<file path="config.mk">
export PLATFORM = sky130hd
export DESIGN_NAME = pc_ncl_issue
export DESIGN_NICKNAME = d
export VERILOG_FILES = /design/src/rtl/pc_ncl_issue.sv
export SDC_FILE = /design/constraint.sdc
export NUM_CORES = 1
export LEC_CHECK = 0
export BUFFER_PORTS_ARGS = -buffer_cell sky130_fd_sc_hd__clkbuf_2
export CAP_MARGIN = 20
export CORE_MARGIN = 10
export CORE_UTILIZATION = 49
export CTS_BUF_LIST = sky130_fd_sc_hd__clkbuf_16
export DETAILED_ROUTE_END_ITERATION = 6
export PLACE_DENSITY = 0.75
export SLEW_MARGIN = 20
export SYNTH_ARGS = -nofsm -noshare
export SYNTH_HDL_FRONTEND = slang
export SYNTH_SLANG_ARGS = --single-unit
</file>
<file path="constraint.sdc">
create_clock -name clk -period 1.6 [get_ports clk]
set_clock_uncertainty 0.15 [all_clocks]
set_input_delay 0.48 -clock clk [delete_from_list [all_inputs] [get_ports clk]]
set_output_delay 0.48 -clock clk [all_outputs]
set_load 0.03 [all_outputs]
</file>
<file path="src/rtl/pc_ncl_issue.sv">
// Program-counter issue stage: launches each PC as a dual-rail NCL DATA wavefront
// followed by NULL, handshaking on a synchronised ack from the downstream stage.
module pc_ncl_issue #(
   parameter int unsigned           ADDR_BITS   = 4,
   parameter logic [ADDR_BITS-1:0]  RESET_ADDR  = '0,
   parameter int unsigned           SYNC_STAGES = 2,
   parameter int unsigned           TIMEOUT     = 255
) (
   input  logic                   clk,
   input  logic                   rst_n,
   input  logic                   run,
   input  logic                   jmp_valid,
   input  logic [ADDR_BITS-1:0]   jmp_addr,
   output logic                   jmp_ready,
   output logic [2*ADDR_BITS-1:0] PC_addr_out,
   output logic [1:0]             PH0_out,
   input  logic                   ack_in,
   output logic [ADDR_BITS-1:0]   pc_value,
   output logic                   busy,
   output logic                   timeout_err
);

   localparam int unsigned NSYNC = (SYNC_STAGES < 2) ? 2 : SYNC_STAGES;
   localparam int unsigned CW    = (TIMEOUT < 2) ? 1 : $clog2(TIMEOUT + 1);
   localparam logic [CW-1:0] TMAX = CW'(TIMEOUT);

   typedef enum logic [1:0] {
      ST_IDLE,
      ST_DATA,
      ST_NULL
   } state_t;

   state_t                 state_q, state_nxt;
   logic [NSYNC-1:0]       sync_q;
   logic                   ack_s;

   logic [ADDR_BITS-1:0]   pc_q, pc_nxt;
   logic [2*ADDR_BITS-1:0] addr_q, addr_nxt;
   logic [1:0]             ph0_q, ph0_nxt;
   logic                   busy_q, busy_nxt;
   logic                   jr_q, jr_nxt;
   logic                   first_q, first_nxt;
   logic [CW-1:0]          cnt_q, cnt_nxt, cnt_inc;
   logic                   err_q, err_nxt;
   logic                   entering;
   logic [ADDR_BITS-1:0]   launch_pc;

   function automatic logic [2*ADDR_BITS-1:0] dual_rail(input logic [ADDR_BITS-1:0] v);
      logic [2*ADDR_BITS-1:0] r;
      r = '0;
      for (int unsigned i = 0; i < ADDR_BITS; i++) begin
         r[2*i+1] = v[i];
         r[2*i]   = ~v[i];
      end
      return r;
   endfunction

   // ack_in is asynchronous; only the last synchroniser flop feeds decisions
   always_ff @(posedge clk) begin
      if (!rst_n) sync_q <= '0;
      else        sync_q <= {sync_q[NSYNC-2:0], ack_in};
   end

   assign ack_s = sync_q[NSYNC-1];

   always_ff @(posedge clk) begin
      if (!rst_n) begin
         state_q <= ST_IDLE;
         pc_q    <= RESET_ADDR;
         addr_q  <= '0;
         ph0_q   <= '0;
         busy_q  <= 1'b0;
         jr_q    <= 1'b0;
         first_q <= 1'b1;
         cnt_q   <= '0;
         err_q   <= 1'b0;
      end else begin
         state_q <= state_nxt;
         pc_q    <= pc_nxt;
         addr_q  <= addr_nxt;
         ph0_q   <= ph0_nxt;
         busy_q  <= busy_nxt;
         jr_q    <= jr_nxt;
         first_q <= first_nxt;
         cnt_q   <= cnt_nxt;
         err_q   <= err_nxt;
      end
   end

   always_comb begin
      state_nxt = state_q;
      case (state_q)
         ST_IDLE: if (run && !ack_s) state_nxt = ST_DATA;
         ST_DATA: if (ack_s)         state_nxt = ST_NULL;
         ST_NULL: if (!ack_s)        state_nxt = ST_IDLE;
         default:                    state_nxt = ST_IDLE;
      endcase
   end

   // Computes the next value of every registered output from the current transition
   always_comb begin
      pc_nxt    = pc_q;
      addr_nxt  = addr_q;
      ph0_nxt   = ph0_q;
      busy_nxt  = busy_q;
      jr_nxt    = 1'b0;
      first_nxt = first_q;
      cnt_nxt   = cnt_q;
      err_nxt   = err_q;
      entering  = (state_nxt != state_q);
      cnt_inc   = cnt_q + CW'(1);
      launch_pc = jmp_valid ? jmp_addr : pc_q;

      // Counter saturates at TMAX so the flag fires exactly once per wait
      if (entering) begin
         cnt_nxt = '0;
      end else if (state_q != ST_IDLE && cnt_q != TMAX) begin
         cnt_nxt = cnt_inc;
         if (TIMEOUT != 0 && cnt_inc == TMAX) err_nxt = 1'b1;
      end

      case (state_q)
         ST_IDLE: begin
            addr_nxt = '0;
            ph0_nxt  = '0;
            if (state_nxt == ST_DATA) begin
               pc_nxt   = launch_pc;
               addr_nxt = dual_rail(launch_pc);
               ph0_nxt  = (jmp_valid || first_q) ? 2'b10 : 2'b01;
               busy_nxt = 1'b1;
               if (jmp_valid) begin
                  jr_nxt    = 1'b1;
                  first_nxt = 1'b1;
               end
            end
         end
         ST_DATA: begin
            if (state_nxt == ST_NULL) begin
               addr_nxt  = '0;
               ph0_nxt   = '0;
               first_nxt = 1'b0;
            end
         end
         ST_NULL: begin
            addr_nxt = '0;
            ph0_nxt  = '0;
            if (state_nxt == ST_IDLE) begin
               pc_nxt   = pc_q + ADDR_BITS'(1);
               busy_nxt = 1'b0;
            end
         end
         default: begin
            addr_nxt = '0;
            ph0_nxt  = '0;
         end
      endcase
   end

   assign pc_value    = pc_q;
   assign PC_addr_out = addr_q;
   assign PH0_out     = ph0_q;
   assign busy        = busy_q;
   assign jmp_ready   = jr_q;
   assign timeout_err = err_q;

endmodule

</file>
==> results of run 1 <==
[state kept, by name, summed over array words and instances, names as in the netlist]
signal / flops
cnt_q: 8
PH0_out: 2
state_q: 2
sync_q: 2
PC_addr_out: 8
first_q: 1
timeout_err: 1
jmp_ready: 1
pc_value: 4
busy: 1
[per-layer routing]
layer	global-route usage	part of all wire	vias to the layer above
met5	0	0	-
li1	-	-	689
met3	0.04599	0.066	9
met1	0.1606	0.39	698
met4	0.07563	0.018	0
met2	0.2440	0.52	48
[final cells by class]
type,count,area (um^2)
Clock buffer,5,125.1
Clock inverter,3,63.81
Fill cell,196,749.5
Inverter,5,21.27
Multi-Input combinational cell,125,897.1
Sequential cell,30,608.1
Tap cell,31,38.79
Timing Repair Buffer,48,301.5
[repair_timing]
action                                  4_1_cts  5_1_grt
resized for setup                             7       26
setup buffers                                 2        2
pin swaps                                     5       14
endpoints found under the hold margin         0        0
endpoints found under the setup margin        6       21
[worst min path at each step]
stage	to	slack [ns]	cells past startpoint	start
2_1_floorplan	sync_q[1]	0.26	1	sync_q[0]
3_3_place_gp	sync_q[1]	0.27	1	sync_q[0]
4_1_cts	sync_q[0]	0.27	2	ack_in
5_1_grt	sync_q[0]	0.28	2	ack_in
6_report	sync_q[0]	0.27	2	ack_in
3_5_place_dp	sync_q[1]	0.28	1	sync_q[0]
[cell usage in the layout, fill, tap and decap left out, drive strengths merged]
master	n
nor4b	1
a21oi	10
o211a	1
clkbuf	29
buf	24
o32ai	1
a31oi	3
nand4	2
a21boi	5
a211oi	3
dfxtp	30
and2	4
ha	3
nor3	4
nor2b	15
xnor2	5
clkinv	1
or2	2
or3	4
o21ai	11
o22ai	1
inv	5
nand3	4
a22oi	5
nand2	12
bufinv	2
mux2i	4
nor4	1
o21a	2
o211ai	3
nor3b	2
and3	1
nor2	12
nand2b	3
o41ai	1
[cells by family after synthesis]
kind of cell	count (synthesis)	synth area share
muxes	4	0.02737
buffers and inverters	13	0.04192
and+or+nand+nor	67	0.2506
AOI/OAI and AO/OA	46	0.2139
DFF	30	0.4106
xor gates and xnor gates	5	0.02994
adders and majority gates	3	0.02567
[worst register-to-register path, stage by stage, from the launching register on]
cell and delay [ns]:
dfxtp_2 0.33, buf_4 0.15, inv_1 0.10, ha_1 0.17, nor2b_2 0.14, nand4_1 0.11
o41ai_2 0.36
[power by group through the flow]
| stage | Clock, uW | Sequential [uW] | Combinational, uW |
|---|---|---|---|
| detailed placement | 0 | 820 | 254 |
| floorplan | 0 | 855 | 124 |
| global route | 1250 | 814 | 304 |
| finish | 1210 | 810 | 282 |
| global placement | 0 | 816 | 244 |
| CTS | 1220 | 807 | 265 |
[metrics by stage]
step | area, um^2 | hold WS [ns]
2_1_floorplan | 1466 | 0.2619
3_3_place_gp | 1737 | 0.2727
3_5_place_dp | 1737 | 0.2839
4_1_cts | 1968 | 0.2739
5_1_grt | 2056 | 0.2827
6_report | 2056 | 0.2691
==> results.md, run 1 <==
- Max Freq: 620.5 MHz
- Crit path launch type: register
- Nets: 227
- Final Hold Viols: 0
- Post-route minimum period: 1.612 ns
- Worst-path cell chain: buf_4 -> inv_1 -> ha_1 -> nor2b_2 -> nand4_1 -> o41ai_2
- Leakage power: 0.0008404 uW
- # diodes: 0
- Worst ir drop on vdd: 0.8739 mV
- Largest net degree at the start of global routing: 14
- RSZ-0062 raised after global routing: true
- Async S/R FF share, synth: 0
- Worst-Skew Late Latency: 0.27 ns
- Clk sinks: 30
- Sequential power share: 0.352
- Io pins: 26
- Req. time, crit path: 1.62 ns
- Critical path's slowest cell: o41ai_2
- Die Span Y: 74.64 um
- Post-synthesis sequential area ratio: 0.4106
- Ranking of synthesized cells by area: dfxtp_1, nor2b_1, o21ai_0
- Critical Path Fanout Max: 3
- 1st-pass router iterations: 4
- Critical Path Sink Type: register
- Hold Buf Count CTS: 0
- Class of the worst hold path: in -> reg
- Top cell type's share of synthesized area: 0.4106
- Ys flop type: dfxtp_1
- Finished Core Util: 0.7328
- Post-Syn Area: 0.001463 mm^2
- Measured slew at the worst slew-check pin: 0.4028 ns
- Avg Inst Size Synth: 8.706 um^2
- Root Driver: clkbuf_16
- Critical setup path kind: reg -> reg
- Crit path capture: timeout_err
- Vias in the first global route: 1395
- Placed Instances: 236
- Switching Share: 0.2258
- Antenna violations before repair: 0
- Final setup margin: -0.01171 ns
- Final non-filler cell total: 247
- Final setup fails: 3
- Synth cell types: 39
- CP arrival: 1.63 ns
- DRT Wirelength: 4.125 mm
- FF-to-FF Start: cnt_q[0]
- Max transition margin: 0.7315
- Area added between synthesis and finish: 40.55%
- Drt drc: 0
- Longest Clk Path Bufs: 2
- Synth cell count leaders: dfxtp_1, nor2b_1, nand2_1, nor2_1, o21ai_0
- CTS tree: built
- Total core area: 0.002805 mm^2
- Most common cell in the netlist: dfxtp_1
- Initial drt markers: 98
- WP depth: 6
- Worst path buffer plus inverter count: 2
- R2R Path End: timeout_err
- Syn_nets: 180
- Total track usage: 0.1448
- Int Pwr: 1782 uW
- GRT overflow: 0
- Vias: 1444
- CP top delay family: compound AO/OA/AOI/OAI gates
- R2R depth: 6
- Yosys top cell by area: dfxtp_1
- Max_cap viols: 0
- Die ar.: 0.005570 mm^2
- Dpl ws: -0.05698 ns
- Final Total Pwr: 2302 uW
- Clock transition at path regs: 0.05 ns
- First-pass GRT wire length: 6.272 mm
- R2R Setup Slk: -0.01 ns
- Clock power share: 0.526
- Starting Density: 0.5214
- Vias/cell: 5.846
- IO buf count: 25
- Final HPWL from detailed placement: 2.818 mm
- Final setup TNS: -0.02407 ns
- Gate power share: 0.122
- Site row count: 19
- CP startpoint: cnt_q[0]
- Crit path largest cell delay: 0.36 ns
- Pwr dens: 1120 mW/mm^2
- H-Tree Level Count: 2
- Antenna viol nets, final: 0
- Failing checks: setup timing
- Ys Warns: 0
- WL/cell: 16.70 um
- Net Sw Power: 519.7 uW
- Outcome: finished with violations
- Synth Register Bits: 30
- TritonCTS Buffers: 5
- RePlAce Congestion: 0.8446
- Final worst path period share: 1.007
- Number of synthesized flops with an enable pin: 0
- Horiz. Die Dim: 74.64 um
- Max-slew violation count: 0
- Post-Synthesis Cells: 168
- Layout cells sized above 1: 0.3843
No activity file was read; power rests on OpenSTA's default activity.
==> run 2, diff against run 1 <==
--- a/config.mk
+++ b/config.mk
@@ -5,6 +5,7 @@
 export SDC_FILE = /design/constraint.sdc
 export NUM_CORES = 1
 export LEC_CHECK = 0
+export ABC_AREA = 1
 export BUFFER_PORTS_ARGS = -buffer_cell sky130_fd_sc_hd__clkbuf_2
 export CAP_MARGIN = 20
 export CORE_MARGIN = 10
==> results.md, run 2 <==
- 1st-pass router iterations: 4
- Initial drt markers: 130
- Net Sw Power: 545.6 uW
- Vias in the first global route: 1213
- RSZ-0062 raised after global routing: false
- Synth Register Bits: 30
- Io pins: 26
- Class of the worst hold path: in -> reg
- GRT overflow: 0
- Yosys top cell by area: dfxtp_1
- Synth cell count leaders: nand2_1, dfxtp_1, a21oi_1, inv_1, nor2_1
- Antenna viol nets, final: 0
- Total track usage: 0.1258
- Final Hold Viols: 0
- FILL cells: 233
- Die ar.: 0.005480 mm^2
- Max-slew violation count: 0
- Final HPWL from detailed placement: 2.531 mm
- Worst path buffer plus inverter count: 1
- IO buf count: 25
- Critical Path Sink Type: output port
- H-Tree Level Count: 2
- R2R Setup Slk: 0.15 ns
- Switching Share: 0.2730
- Clock transition at path regs: 0.05 ns
- Vias: 1343
- Worst-Skew Late Latency: 0.27 ns
- Crit path launch type: register
- Final setup fails: 0
- Area added between synthesis and finish: 26.42%
- Worst ir drop on vdd: 1.535 mV
- Top cell type's share of synthesized area: 0.4199
- CP arrival: 0.93 ns
- Worst-path cell chain: clkbuf_2
- Avg Inst Size Synth: 7.372 um^2
- Ys flop type: dfxtp_1
- Post-synthesis sequential area ratio: 0.4199
- Number of synthesized flops with an enable pin: 0
- Req. time, crit path: 0.97 ns
- Post-Syn Area: 0.001430 mm^2
- Syn_nets: 206
- Finished Core Util: 0.6500
- Antenna violations before repair: 0
- Most common cell in the netlist: nand2_1
- Die Span Y: 74.03 um
- Sequential power share: 0.416
- Crit path largest cell delay: 0.41 ns
- Post-Synthesis Cells: 194
- Ys Warns: 0
- CP top delay family: flip-flops
- Critical setup path kind: reg -> out
- Starting Density: 0.5142
- RePlAce Congestion: 0.7888
- First-pass GRT wire length: 5.499 mm
- TritonCTS Buffers: 5
- Async S/R FF share, synth: 0
- Vias/cell: 5.126
- Final Total Pwr: 1999 uW
- Measured slew at the worst slew-check pin: 0.2852 ns
- Max Freq: 641.9 MHz
- Root Driver: clkbuf_16
- Leakage power: 0.0008249 uW
- Horiz. Die Dim: 74.03 um
- Commonest non-fill, non-tap cells in the layout: nand2_1, dfxtp_1, clkbuf_2
- Ranking of synthesized cells by area: dfxtp_1, nand2_1, a21oi_1
- Largest net degree at the start of global routing: 14
- Longest Clk Path Bufs: 2
- WL/cell: 12.68 um
- CTS tree: built
- Total core area: 0.002781 mm^2
- Layout cells sized above 1: 0.2684
- Clock power share: 0.445
- Outcome: complete, no violations
- Pwr dens: 1105 mW/mm^2
- Int Pwr: 1453 uW
- Critical Path Fanout Max: 6
- Critical path's slowest cell: dfxtp_1
- # diodes: 0
- Final setup TNS: 0 ns
- Drt drc: 0
- Post-CTS Setup Bufs: 0
- Max_cap viols: 0
- Site row count: 19
- Post-route minimum period: 1.558 ns
- Max transition margin: 0.8044
- DRT Wirelength: 3.322 mm
- Nets: 242
- Clk sinks: 30
- Gate power share: 0.140
- Final worst path period share: 0.9736
- Commonest non-fill, non-tap cell in the layout: nand2_1
- Synth cell types: 29
## run 2: cell types whose count changed after synthesis, moves of 4 or more
| cell | change |
|---|---|
| nor2b_1 | -15 |
| a21boi_0 | -5 |
| nor2_1 | +8 |
| inv_1 | +17 |
| a22oi_1 | -5 |
| and2_1 | -4 |
| nand3_1 | +7 |
| a21oi_1 | +12 |
| nand2_1 | +30 |
| xnor2_1 | -4 |
## run 2: per-stage QoR
step / setup WS, ns / cells / instance area [um^2] / hold WS (ns)
after floorplan: 0.07171 / 194 / 1430 / 0.2405
final: 0.04221 / 262 / 1808 / 0.2461
after CTS: 0.03930 / 262 / 1775 / 0.2419
after global routing: 0.01030 / 262 / 1808 / 0.2590
after global placement: 0.07933 / 254 / 1634 / 0.2436
after detailed placement: 0.02069 / 254 / 1634 / 0.2504
## run 2: cells by family after synthesis
| kind of cell | after synthesis | synth area share |
|---|---|---|
| compound gates | 44 | 0.1794 |
| xor+xnor | 1 | 0.006125 |
| fa+ha+maj | 3 | 0.02625 |
| buf+inv | 27 | 0.07174 |
| flops | 30 | 0.4200 |
| mux | 2 | 0.01400 |
| simple gates | 87 | 0.2826 |
## run 2: final timing paths
check              startpoint     endpoint  cells past startpoint
hold / removal         ack_in    sync_q[0]                      3
hold reg to reg     sync_q[0]    sync_q[1]                      2
setup reg to reg     cnt_q[1]     cnt_q[0]                      8
setup / recovery  pc_value[0]  pc_value[0]                      1
## run 2: final cells by class
class                           count  area [um^2]  area share
Timing Repair Buffer               32        177.7     0.09827
Multi-Input combinational cell    137        754.5      0.4173
Tap cell                           31        38.79     0.02145
Clock inverter                      3        16.27    0.008997
Inverter                           24        90.09     0.04983
Clock buffer                        5        125.1     0.06920
Sequential cell                    30        605.6      0.3349
## run 2: metal layers
metal | global-route usage | wire, um | vias up
li1 | - | - | 710
met1 | 0.1612 | 1597 | 592
met2 | 0.1761 | 1444 | 35
met3 | 0.04920 | 222 | 6
met5 | 0 | 0 | -
met4 | 0.06832 | 57 | 0
## run 2: power by group through the flow
stage / combinational [uW] / sequential, uW / clock [uW]
6_report: 279 / 830 / 889
5_1_grt: 310 / 835 / 930
4_1_cts: 278 / 826 / 900
3_5_place_dp: 276 / 841 / 0
3_3_place_gp: 273 / 840 / 0
2_1_floorplan: 143 / 886 / 0
## run 2: tightest hold or removal path, delay by kind of cell
family        cells  cell delay (ns)
buf+inv           2             0.11
simple gates      1             0.04
## run 2: repair_timing
action | in CTS | in global routing
hold endpoints to repair | 0 | 0
hold buffers | 0 | 0
endpoints found under the setup margin | 0 | 8
resized for setup | 0 | 13
